[src/rtl/tick_counter_if.sv]
// tick_counter_if: control/status bundle for tick_counter.
//   master: drives iEnable, iClear, iLoad, iLoadVal, iDown, iStep;
//           observes oCount, oTick, oWrap, oRunning.
//   slave : the counter side of the same signals.
`timescale 1ns/1ps
interface tick_counter_if #(
  parameter int unsigned WIDTH = 8
);
  logic             iEnable;
  logic             iClear;
  logic             iLoad;
  logic [WIDTH-1:0] iLoadVal;
  logic             iDown;
  logic             iStep;
  logic [WIDTH-1:0] oCount;
  logic             oTick;
  logic             oWrap;
  logic             oRunning;

  modport master (
    output iEnable, iClear, iLoad, iLoadVal, iDown, iStep,
    input  oCount, oTick, oWrap, oRunning
  );

  modport slave (
    input  iEnable, iClear, iLoad, iLoadVal, iDown, iStep,
    output oCount, oTick, oWrap, oRunning
  );
endinterface

[src/rtl/tick_counter.sv]
// tick_counter: prescaled up/down event counter with wrap or saturate.
//   iClk_50 : clock, rising edge
//   nRst    : asynchronous active-low reset
//   bus     : tick_counter_if.slave (enable/clear/load/direction/step in,
//             registered count, tick/wrap strobes and running flag out)
`timescale 1ns/1ps
module tick_counter #(
  parameter int unsigned WIDTH    = 8,
  parameter int unsigned MODULUS  = 256,
  parameter int unsigned TICK_DIV = 50_000_000,
  parameter bit          SATURATE = 1'b0
) (
  input  logic          iClk_50,
  input  logic          nRst,
  tick_counter_if.slave bus
);

  localparam int unsigned PRE_W = (TICK_DIV > 1) ? $clog2(TICK_DIV) : 1;
  localparam int unsigned CW    = WIDTH + 1;

  localparam logic [PRE_W-1:0] PRE_LAST = PRE_W'(TICK_DIV - 1);
  localparam logic [CW-1:0]    TOP      = CW'(MODULUS - 1);
  localparam logic [CW-1:0]    MOD_EXT  = CW'(MODULUS);

  logic [PRE_W-1:0] pre;
  logic [WIDTH-1:0] count;
  logic             tick;
  logic             wrap;
  logic             running;

  logic             prescale_done_c;
  logic             step_c;
  logic [CW-1:0]    cnt_ext_c;
  logic [CW-1:0]    load_ext_c;
  logic [CW-1:0]    next_cnt_c;
  logic             next_wrap_c;

  // Step request and next count; one extra bit keeps the down path free of underflow.
  always_comb begin
    prescale_done_c = bus.iEnable && (pre == PRE_LAST);
    step_c          = prescale_done_c || bus.iStep;
    cnt_ext_c       = {1'b0, count};
    load_ext_c      = {1'b0, bus.iLoadVal};
    next_cnt_c      = cnt_ext_c;
    next_wrap_c     = 1'b0;
    if (bus.iDown) begin
      if (cnt_ext_c != '0) begin
        next_cnt_c = cnt_ext_c - CW'(1);
      end else begin
        next_wrap_c = 1'b1;
        if (!SATURATE) next_cnt_c = TOP;
      end
    end else begin
      if (cnt_ext_c < TOP) begin
        next_cnt_c = cnt_ext_c + CW'(1);
      end else begin
        next_wrap_c = 1'b1;
        if (!SATURATE) next_cnt_c = '0;
      end
    end
  end

  // Prescaler, count and strobes; clear beats load beats step.
  always_ff @(posedge iClk_50 or negedge nRst) begin
    if (!nRst) begin
      pre     <= '0;
      count   <= '0;
      tick    <= 1'b0;
      wrap    <= 1'b0;
      running <= 1'b0;
    end else begin
      running <= bus.iEnable;
      tick    <= 1'b0;
      wrap    <= 1'b0;
      if (bus.iClear) begin
        count <= '0;
        pre   <= '0;
      end else if (bus.iLoad) begin
        count <= (load_ext_c >= MOD_EXT) ? WIDTH'(TOP) : bus.iLoadVal;
        pre   <= '0;
      end else begin
        // Prescaler freezes while disabled so a paused period resumes intact.
        if (bus.iEnable) pre <= (pre == PRE_LAST) ? '0 : pre + PRE_W'(1);
        if (step_c) begin
          count <= WIDTH'(next_cnt_c);
          tick  <= 1'b1;
          wrap  <= next_wrap_c;
        end
      end
    end
  end

  assign bus.oCount   = count;
  assign bus.oTick    = tick;
  assign bus.oWrap    = wrap;
  assign bus.oRunning = running;

endmodule

[src/flat_wrapper.sv]
// flat-port wrapper written by rule: the top's interface ports become plain ports
module tick_counter_flat 
#(
  parameter int unsigned WIDTH    = 8,
  parameter int unsigned MODULUS  = 256,
  parameter int unsigned TICK_DIV = 50_000_000,
  parameter bit          SATURATE = 1'b0
)
  (iClk_50, nRst, bus_iEnable, bus_iClear, bus_iLoad, bus_iLoadVal, bus_iDown, bus_iStep, bus_oCount, bus_oTick, bus_oWrap, bus_oRunning);
  tick_counter_if #(.WIDTH(WIDTH)) bus_i ();
  input  logic iClk_50;
  input  logic nRst;
  input wire logic [$bits(bus_i.iEnable)-1:0] bus_iEnable;
  input wire logic [$bits(bus_i.iClear)-1:0] bus_iClear;
  input wire logic [$bits(bus_i.iLoad)-1:0] bus_iLoad;
  input wire logic [$bits(bus_i.iLoadVal)-1:0] bus_iLoadVal;
  input wire logic [$bits(bus_i.iDown)-1:0] bus_iDown;
  input wire logic [$bits(bus_i.iStep)-1:0] bus_iStep;
  output wire logic [$bits(bus_i.oCount)-1:0] bus_oCount;
  output wire logic [$bits(bus_i.oTick)-1:0] bus_oTick;
  output wire logic [$bits(bus_i.oWrap)-1:0] bus_oWrap;
  output wire logic [$bits(bus_i.oRunning)-1:0] bus_oRunning;
  assign bus_i.iEnable = bus_iEnable;
  assign bus_i.iClear = bus_iClear;
  assign bus_i.iLoad = bus_iLoad;
  assign bus_i.iLoadVal = bus_iLoadVal;
  assign bus_i.iDown = bus_iDown;
  assign bus_i.iStep = bus_iStep;
  assign bus_oCount = bus_i.oCount;
  assign bus_oTick = bus_i.oTick;
  assign bus_oWrap = bus_i.oWrap;
  assign bus_oRunning = bus_i.oRunning;
  tick_counter #(.WIDTH(WIDTH), .MODULUS(MODULUS), .TICK_DIV(TICK_DIV), .SATURATE(SATURATE)) u_core (.iClk_50(iClk_50), .nRst(nRst), .bus(bus_i));
endmodule
[config.mk]
export PLATFORM = sky130hd
export DESIGN_NAME = tick_counter_flat
export DESIGN_NICKNAME = d
export VERILOG_FILES = /design/src/rtl/tick_counter_if.sv /design/src/rtl/tick_counter.sv /design/src/flat_wrapper.sv
export SDC_FILE = /design/constraint.sdc
export NUM_CORES = 1
export LEC_CHECK = 0
export BUFFER_PORTS_ARGS = -buffer_cell sky130_fd_sc_hd__buf_2
export CAP_MARGIN = 15
export CORE_MARGIN = 2
export CORE_UTILIZATION = 40
export DETAILED_ROUTE_END_ITERATION = 10
export GPL_TIMING_DRIVEN = 0
export REMOVE_ABC_BUFFERS = 1
export SYNTH_ARGS = -nofsm -noshare
export SYNTH_HDL_FRONTEND = slang
export SYNTH_SLANG_ARGS = --single-unit
[constraint.sdc]
create_clock -name iClk_50 -period 1.6 [get_ports iClk_50]
set_input_delay 0.16 -clock iClk_50 [delete_from_list [all_inputs] [get_ports iClk_50]]
set_output_delay 0.16 -clock iClk_50 [all_outputs]
set_load 0.01 [all_outputs]
==> reports/results.ini <==
[floorplanning]
die_w_um=80.56
die_h_um=80.56
core_region_area_sq_um=5574
boundaryPins=26
dieArea_sq_um=6490
initial_core_util_pct=42.07
rows=27

[placed_design]
port_buffers=25
placed_area_sq_um=2502
dpl.cell_count=338
hpwl_um=3737
gp_congestion=0.7520

[final_layout]
antenna_cells=0
fillers=513
area_delta_synth_final_pct=32.50
instances_no_fill=380
finalInstanceArea_sq_um=3107
final_cell_mix=29 x nor2_1, 29 x dfrtp_1, 27 x buf_4
layout.nets=326
drive_above_1_share_pct=40.91

[clocking]
cts_made_buffers=5
clk_latency_ps=300
cts.htree.levels=2
clock_sinks=37
cts_tree=built
cts.path.max_buffers=2
cts_root_buffer=clkbuf_8
clk_pin_slew_ps=90

[yosys]
synth_seq_cells=37
syn_avg_cell_area_sq_um=9.268
ys_seq_area_share_pct=39.49
ys.flop_type=dfrtp_1
ys_warn_count=0
synthTopCellsByArea=dfrtp_1 39%, xor2_1 6.0%, nor2_1 5.3%
yosysTopAreaCell=dfrtp_1
synth_top_cell_area_share_pct=39.49
synth_edf_count=0
synthArstFlopShare_pct=100.0
synth_cell_type_count=49
syn_area_sq_um=2345
syn_inst=253

[sta]
rsz0062_at_grt=yes
slew_headroom_pct=42.83
hold_viol_final=0
period_needed_ps=1760
setup-violations-final=29
fin_skew_ps=12.64
finalSetupTns_ps=-3458
drv_slew=0
holdWs_ps=91.00
setup_slack_ps=-159.8
finalCritPeriodShare_pct=110.0
max_freq_mhz=568.2
worst_pin_slew_ps=857.6

[outcome]
outcome=complete, but fails checks
violations=setup timing

[global_route]
antenna_found_initial=0
grt_pass1_vias=2044
grt_max_degree=38
grt_overflow=0
grt_pass1_wl_um=10400
gr-usage-all-layers_pct=20.78

[worst_setup_path]
cp.arrival_ps=1930
cp.required_ps=1770
endpoint_kind=flop
crit_path_max_fanout=5
r2r_slack_ps=-160
critPathLaunchType=flop
timing_worst_setup_path_type=flop to flop

[route]
drc=0
drt_iter0_markers=115
wirelength_um=6151
dr.pass1.iters=4
vias_per_cell=5.705
antenna_left=0
num_vias=2168
wire_per_inst_um=16.19

[pwr]
ir_drop_mv=0.3794
powerDensity_nw_per_um2=681.7
finalPower_uw=2118
leakagePower_uw=0.001269

[job]
drv_cap=0

[worst_hold_path]
hold_class=primary input to flop

path summary, 6_finish.rpt:
check	from	end	cells past startpoint
worst min-delay path	bus_iEnable	u_core.bus.oRunning	1
worst max-delay path	u_core.pre[9]	u_core.bus.oCount[6]	7
max in group asynchronous	nRst	u_core.bus.oCount[2]	2
min in group asynchronous	nRst	u_core.pre[13]	2
worst max register to register	u_core.pre[9]	u_core.bus.oCount[6]	7
worst min register to register	u_core.pre[23]	u_core.pre[23]	2
through the flow:
| step | util, % | setup WS, ps |
|---|---|---|
| global route | 55.74 | -291.3 |
| floorplan | - | -575.2 |
| CTS | 53.20 | -160.5 |
| detailed placement | 44.89 | -1011 |
| global placement | 44.89 | -1033 |
| finish | 55.74 | -159.8 |
routing by layer:
| metal | part of all wire [%] | wire length (um) | global-route usage [%] | vias up |
|---|---|---|---|---|
| li1 | - | - | - | 1029 |
| met5 | 0 | 0 | 0 | - |
| met3 | 5.2 | 322 | 2.809 | 7 |
| met4 | 0.91 | 56 | 6.271 | 0 |
| met2 | 46 | 2839 | 33.00 | 73 |
| met1 | 48 | 2933 | 29.35 | 1059 |
repair_timing:
| action | in CTS | in global routing |
|---|---|---|
| pin swaps | 17 | 12 |
| endpoints found under the setup margin | 31 | 30 |
| setup buffers | 24 | 8 |
| cloned | 1 | 0 |
| endpoints found under the hold margin | 10 | 0 |
| gates resized for setup | 44 | 20 |
| hold buffers | 1 | 0 |
cells in the mapped netlist, drive strengths merged, types with 5 or more instances:
cell   count
nor4       7
xnor2      9
buf        8
inv        7
dfrtp     37
xor2      16
o21ai      5
and3       9
nand2     17
a21oi     15
nor2      33
nand4     10
nor3       7
and4       6
nand3     11
flip-flops by register name (all words and copies together) (netlist names):
signal	count
u_core.bus.oTick	1
u_core.bus.oRunning	1
u_core.bus.oWrap	1
u_core.bus.oCount	8
u_core.pre	26
power breakdown:
group	switching, uW	total (uW)	internal, uW
registers	70.5	1030	962
clock network	376	686	309
logic	214	399	186
cell families after synthesis:
logic type	count (synthesis)	synth area share, %
DFF	37	39.49
AOI/OAI and AO/OA	47	14.62
muxes	2	0.9604
and+or+nand+nor	119	29.88
adders and majority gates	4	2.135
xor gates and xnor gates	25	9.338
buffers and inverters	19	3.575
layout make-up:
| type | instances | area [sq um] | area share (%) |
|---|---|---|---|
| multi-input combinational | 198 | 1558 | 50.14 |
| sequential | 37 | 938.4 | 30.21 |
| timing repair buffer | 58 | 402.9 | 12.97 |
| tap | 72 | 90.09 | 2.900 |
| clock buffer | 5 | 68.82 | 2.215 |
| inverter | 7 | 26.28 | 0.8458 |
| clock inverter | 3 | 22.52 | 0.7249 |
critical path, stage by stage, from the launching register on:
cell	delay, ps
dfrtp_2	450
nor4_4	360
nand3_4	150
o31ai_4	210
buf_4	150
buf_6	120
nor2_4	50
o2bb2ai_1	130
No activity file was read; power rests on OpenSTA's default activity.
